$ cat src/rtl/seg7_scan_ctrl.sv
// ---------------------------------------------------------------------------
// seg7_scan_ctrl
//   Time-multiplexed scan controller for NUM_DIGITS common-enable 7-segment
//   digits sharing one BCD-to-7-segment decoder. A multi-digit BCD value is
//   held in a shadow register; one nibble at a time is presented to the
//   decoder together with a one-hot digit select. New values are buffered in
//   a single-entry pending register and copied to the shadow only at a frame
//   boundary (or when scanning starts), so a frame never shows a mix of old
//   and new digits.
//
//   Handshake: a transfer happens on every rising edge where
//   in_valid && in_ready; in_ready is registered and equals "pending empty",
//   so it drops the cycle after a transfer and rises the cycle after the
//   pending value is copied to the shadow. in_valid while in_ready=0 is
//   ignored; in_digits is only sampled on a transfer.
//
// Ports
//   clk         system clock, rising edge
//   rst         synchronous active-high reset
//   enable      1: scan the display, 0: display dark (returns to IDLE)
//   in_valid    in_digits holds a new value
//   in_ready    controller can accept a value (registered)
//   in_digits   BCD value, nibble k = digit k, nibble 0 least significant
//   bcd_out     nibble for the shared decoder (non-BCD nibbles shown as 0)
//   digit_sel   one-hot digit enable, all-zero = dark
//   blank       1: segments must be forced off
//   frame_done  1-cycle pulse during the guard gap after the last digit
// ---------------------------------------------------------------------------
module seg7_scan_ctrl #(
   parameter int NUM_DIGITS   = 4,
   parameter int DWELL_CYCLES = 1000,
   parameter int LZ_SUPPRESS  = 1
) (
   input  logic                    clk,
   input  logic                    rst,
   input  logic                    enable,
   input  logic                    in_valid,
   output logic                    in_ready,
   input  logic [4*NUM_DIGITS-1:0] in_digits,
   output logic [3:0]              bcd_out,
   output logic [NUM_DIGITS-1:0]   digit_sel,
   output logic                    blank,
   output logic                    frame_done
);

   localparam int W  = 4 * NUM_DIGITS;
   localparam int CW = $clog2(DWELL_CYCLES + 1);
   localparam int IW = $clog2(NUM_DIGITS);

   typedef enum logic [1:0] {
      IDLE  = 2'd0,
      SCAN  = 2'd1,
      GUARD = 2'd2
   } state_t;

   state_t                state_q, state_d;
   logic [IW-1:0]         idx_q, idx_d;
   logic [CW-1:0]         cnt_q, cnt_d;
   logic [W-1:0]          shadow_q, shadow_d;
   logic [W-1:0]          pend_q, pend_d;
   logic                  pend_v_q, pend_v_d;

   logic [3:0]            bcd_q, bcd_d;
   logic [NUM_DIGITS-1:0] digit_sel_q, digit_sel_d;
   logic                  blank_q, blank_d;
   logic                  frame_done_q, frame_done_d;
   logic                  in_ready_q, in_ready_d;

   logic                  xfer;
   logic                  consume;
   logic                  zero_run;
   logic [NUM_DIGITS-1:0] lz_blank;
   logic [3:0]            nib;

   // Next-state logic, buffering and output decode.
   always_comb begin
      state_d   = state_q;
      idx_d     = idx_q;
      cnt_d     = cnt_q;
      shadow_d  = shadow_q;
      pend_d    = pend_q;
      pend_v_d  = pend_v_q;
      consume   = 1'b0;
      xfer      = in_valid && in_ready_q;

      case (state_q)
         IDLE: begin
            if (enable) begin
               state_d = SCAN;
               idx_d   = '0;
               cnt_d   = '0;
               consume = pend_v_q;
            end
         end
         SCAN: begin
            if (!enable) begin
               state_d = IDLE;
               idx_d   = '0;
               cnt_d   = '0;
            end else if (cnt_q == CW'(DWELL_CYCLES - 1)) begin
               state_d = GUARD;
               cnt_d   = '0;
            end else begin
               cnt_d = cnt_q + CW'(1);
            end
         end
         GUARD: begin
            // Disable wins over the frame boundary: a pending value stays
            // buffered and is applied when scanning restarts.
            if (!enable) begin
               state_d = IDLE;
               idx_d   = '0;
               cnt_d   = '0;
            end else if (idx_q == IW'(NUM_DIGITS - 1)) begin
               state_d = SCAN;
               idx_d   = '0;
               consume = pend_v_q;
            end else begin
               state_d = SCAN;
               idx_d   = idx_q + IW'(1);
            end
         end
         default: begin
            state_d = IDLE;
            idx_d   = '0;
            cnt_d   = '0;
         end
      endcase

      if (consume) begin
         shadow_d = pend_q;
         pend_v_d = 1'b0;
      end
      // xfer implies pending was empty, so it never collides with consume.
      if (xfer) begin
         pend_d   = in_digits;
         pend_v_d = 1'b1;
      end

      // Leading-zero mask: digit k is blank when it and every higher digit
      // are zero. Digit 0 always shows.
      lz_blank = '0;
      zero_run = 1'b1;
      for (int k = NUM_DIGITS - 1; k >= 0; k--) begin
         zero_run    = zero_run && (shadow_d[4*k +: 4] == 4'd0);
         lz_blank[k] = (LZ_SUPPRESS != 0) && (k != 0) && zero_run;
      end

      // Outputs are computed from the next state so the registered outputs
      // line up with the state they describe.
      nib          = shadow_d[{idx_d, 2'b00} +: 4];
      digit_sel_d  = '0;
      blank_d      = 1'b1;
      bcd_d        = 4'd0;
      frame_done_d = (state_d == GUARD) && (idx_d == IW'(NUM_DIGITS - 1));
      in_ready_d   = !pend_v_d;
      if (state_d == SCAN) begin
         digit_sel_d = NUM_DIGITS'(1) << idx_d;
         bcd_d       = (nib > 4'd9) ? 4'd0 : nib;
         blank_d     = lz_blank[idx_d];
      end
   end

   always_ff @(posedge clk) begin
      if (rst) begin
         state_q      <= IDLE;
         idx_q        <= '0;
         cnt_q        <= '0;
         shadow_q     <= '0;
         pend_q       <= '0;
         pend_v_q     <= 1'b0;
         bcd_q        <= 4'd0;
         digit_sel_q  <= '0;
         blank_q      <= 1'b1;
         frame_done_q <= 1'b0;
         in_ready_q   <= 1'b1;
      end else begin
         state_q      <= state_d;
         idx_q        <= idx_d;
         cnt_q        <= cnt_d;
         shadow_q     <= shadow_d;
         pend_q       <= pend_d;
         pend_v_q     <= pend_v_d;
         bcd_q        <= bcd_d;
         digit_sel_q  <= digit_sel_d;
         blank_q      <= blank_d;
         frame_done_q <= frame_done_d;
         in_ready_q   <= in_ready_d;
      end
   end

   assign bcd_out    = bcd_q;
   assign digit_sel  = digit_sel_q;
   assign blank      = blank_q;
   assign frame_done = frame_done_q;
   assign in_ready   = in_ready_q;

endmodule
$ cat config.mk
export PLATFORM = sky130hd
export DESIGN_NAME = seg7_scan_ctrl
export DESIGN_NICKNAME = d
export VERILOG_FILES = /design/src/rtl/seg7_scan_ctrl.sv
export SDC_FILE = /design/constraint.sdc
export NUM_CORES = 1
export LEC_CHECK = 0
export ABC_CLOCK_PERIOD_IN_PS = 2400
export BUFFER_PORTS_ARGS = -buffer_cell sky130_fd_sc_hd__buf_4
export CAP_MARGIN = 5
export CORE_ASPECT_RATIO = 0.75
export CORE_UTILIZATION = 46
export DETAILED_ROUTE_END_ITERATION = 8
export GPL_TIMING_DRIVEN = 0
export PLACE_DENSITY = 0.65
export SYNTH_ARGS = -nofsm -noshare
export SYNTH_HDL_FRONTEND = slang
export SYNTH_SLANG_ARGS = --single-unit
$ cat constraint.sdc
create_clock -name clk -period 2.4 [get_ports clk]
set_clock_uncertainty 0.2 [all_clocks]
set_input_delay 0.24 -clock clk [delete_from_list [all_inputs] [get_ports clk]]
set_output_delay 0.24 -clock clk [all_outputs]
set_load 0.01 [all_outputs]
==> impl_metrics.csv <==
group,metric,value,unit
timing,worst_pin_slew,0.5656,ns
synth,synth_fa_ha_area_share,0.9713,%
global_route,gr-total-overflow,0,
synth,yosys_warnings,0,
synth,ys_dominant_reg_cell,"dfxtp_1",
worst_setup_path,cp_common_cell,"mux2i_1",
clock_tree,cts_setup_buffers,0,
floorplan,core_area,5381,µm²
synth,synth_simple_gate_area_share,25.11,%
placement,pre_cts_ws,0.1686,ns
floorplan,fp.dieH,66.81,µm
timing,finalSetupViolCount,0,
power,fin_total_pwr,1.981,mW
worst_setup_path,worst-r2r-cell-count,9,
drt,viasPerCell,5.295,
floorplan,rows,23,
timing,fin_tns_setup,0,ns
worst_setup_path,rrSetupSlack,0.16,ns
worst_setup_path,critPathCaptureType,"flop",
finish,num_antenna_cells,0,
finish,drive_above_1_share,19.28,%
finish,areaGrowthSynthToFinish,25.40,%
min_path,hold_depth,4,
synth,syn_inst,302,
clock_tree,clockRootBuffer,"clkbuf_8",
worst_setup_path,crit_path_max_fanout,9,
run,max_cap_violations,0,
clock_tree,clk_pin_slew,0.07,ns
outcome,status,"finished clean",
global_route,antenna_found_initial,0,
synth,synth_area_per_cell,8.531,µm²
drt,ant_nets,0,
worst_setup_path,slowest_stage,"dfxtp_1",
clock_tree,clock_latency,0.35,ns
drt,dr.first_iter.drc_count,241,
floorplan,die_area,5907,µm²
finish,n_fill_cell,506,
finish,final_common_cell,"dfxtp_1",
synth,synthXorXnorAreaFrac,3.691,%
synth,muxShareOfSynthArea,6.071,%
worst_setup_path,path_class,"reg -> reg",
drt,wl,6.064,mm
timing,slew_headroom,62.29,%
finish,final_cells,438,
worst_setup_path,r2r_end,"bcd_out[0]$_SDFF_PP0_",
global_route,grt_max_degree,12,
global_route,grtUsageTotal,23.76,%
worst_setup_path,arrival,2.33,ns
timing,fmax,0.4457,GHz
drt,wl_per_cell,13.84,µm
timing,hold_violations,0,
synth,synth_top_family_by_area,"simple AND/OR/NAND/NOR gates",
min_path,hold_end,"pend_q[10]$_SDFFE_PP0P_",
global_route,grt_pass1_wl,10.25,mm
timing,fin_crit_sh,93.48,%
worst_setup_path,crit_chain,"ha_1 -> nand2b_1 -> nand3_2 -> buf_6 -> mux2i_1 -> mux2i_1 -> mux2_4 -> nor2_2 -> o221a_1",
placement,place_inst,407,
synth,synth.cell_area,2576,µm²
power,p_leak,1.314,nW
finish,stdcell_area,3231,µm²
clock_tree,cts.sinks,58,
finish,nets,380,
drt,firstDrtPassIters,4,
placement,gp_congestion,0.8160,
worst_setup_path,worstPathRequired,2.49,ns
timing,layout_setup_ws,0.1565,ns
synth,synth_edf_count,0,
min_path,hp-start,"in_valid",
min_path,min_path_type,"in -> reg",
power,peakVddDrop,361.2,µV
placement,postPlaceCellArea,2895,µm²
clock_tree,cts_buffer_depth,2,
drt,vias,2319,
synth,ys_ff_latch,58,
clock_tree,tritoncts,"done",
timing,slew_viol_final,0,
timing,min_period,2.243,ns
floorplan,io_pins,31,
floorplan,start_util,47.87,%
synth,synth_fp_nets,324,
worst_setup_path,startpoint,"idx_q[0]$_SDFF_PP0_",
worst_setup_path,max_stage_delay,0.34,ns
worst_setup_path,r2r-start,"idx_q[0]$_SDFF_PP0_",
placement,dp_hpwl,4.210,mm
synth,yosysSeqAreaShare,45.07,%
clock_tree,cts_inserted_buffers,9,
synth,synth_compound_area_share,14.52,%
power,pwr_density_cell,613.2,nW/µm²
timing,rsz0062_at_grt,"false",
drt,drc,0,
worst_setup_path,startpoint_type,"flop",
floorplan,die_w,88.42,µm
placement,io_buffers,30,
global_route,grt_pass1_vias,2061,
synth,async_flop_share,0,%
clock_tree,ctsHtreeMaxLevel,3,
finish,layout_common_cells,"dfxtp_1 (58), nand2_1 (56), buf_4 (33)",
synth,yosys.cell_types.count,49,
worst max-delay path by stage:
stage	cells past startpoint	to	slack, ns
final	9	bcd_out[0]$_SDFF_PP0_	0.16
after global placement	7	bcd_out[0]$_SDFF_PP0_	0.18
after floorplan	8	bcd_out[2]$_SDFF_PP0_	0.39
after CTS	10	blank$_SDFF_PP1_	0.14
after detailed placement	10	blank$_SDFF_PP1_	0.17
after global routing	9	bcd_out[0]$_SDFF_PP0_	0.005
per-stage QoR:
stage,hold WS (ns),util (%)
2_1_floorplan,0.1760,-
3_3_place_gp,0.2468,53.80
3_5_place_dp,0.2580,53.80
4_1_cts,0.1298,59.94
5_1_grt,0.1548,60.03
6_report,0.1413,60.03
power breakdown:
part	switching [mW]	leakage (nW)	internal [mW]
combinational	0.0952	0.762	0.0907
clock	0.409	0.0810	0.368
sequential	0.0271	0.471	0.990
flip-flops by register name (all words and copies together), names as in the netlist:
name        flops
blank           1
idx_q           2
shadow_q       16
pend_v_q        1
bcd_out         4
frame_done      1
state_q         2
in_ready        1
cnt_q          10
digit_sel       4
pend_q         16
layer usage:
metal / global-route usage, % / up-vias / part of all wire, %
met2: 32.31 / 81 / 42
met3: 6.815 / 12 / 7.0
met5: 0 / - / 0
li1: - / 1149 / -
met1: 34.24 / 1077 / 49
met4: 10.28 / 0 / 2.0
worst max-delay path, delay by kind of cell, from the launching register on:
| family | cells | cell delay, ns |
|---|---|---|
| AOI/OAI and AO/OA | 1 | 0.18 |
| muxes | 3 | 0.72 |
| and+or+nand+nor | 3 | 0.39 |
| DFF | 1 | 0.34 |
| adders and majority gates | 1 | 0.20 |
| buffers and inverters | 1 | 0.16 |
logic make-up (layout without fill, tap and decap cells):
logic type	Yosys count	after routing
adder cells (fa/ha/maj)	2	2
buffers and inverters	22	83
AO/OA/AOI/OAI	59	59
XOR/XNOR	10	10
AND/OR/NAND/NOR	136	136
flip-flops	58	58
multiplexers	15	15
cell usage after synthesis, types with 5 or more instances:
cell | number | area [µm²]
xor2_1 | 6 | 52.55
nor3_1 | 5 | 25.02
nor2_1 | 32 | 120.1
nor4_1 | 5 | 31.28
o21ai_0 | 7 | 35.03
nand2b_1 | 7 | 43.79
clkbuf_1 | 11 | 41.29
and3_1 | 6 | 37.54
dfxtp_1 | 58 | 1161
a21oi_1 | 31 | 155.2
mux2i_1 | 13 | 130.1
nand4_1 | 5 | 31.28
nand2_1 | 56 | 210.2
layout make-up:
cell class / count / area, µm² / area share, %
clock buffer: 9 / 123.9 / 3.834
timing repair buffer: 46 / 385.4 / 11.93
inverter: 2 / 7.507 / 0.2324
buffer: 19 / 111.4 / 3.447
multi-input combinational: 222 / 1301 / 40.28
clock inverter: 7 / 46.29 / 1.433
sequential: 58 / 1161 / 35.94
tap: 75 / 93.84 / 2.905
what timing repair did:
item	CTS	global route
gates resized for setup	0	7
endpoints found under the setup margin	0	4
hold buffers	16	0
hold endpoints to repair	16	0
(Power assumes the default switching activity.)
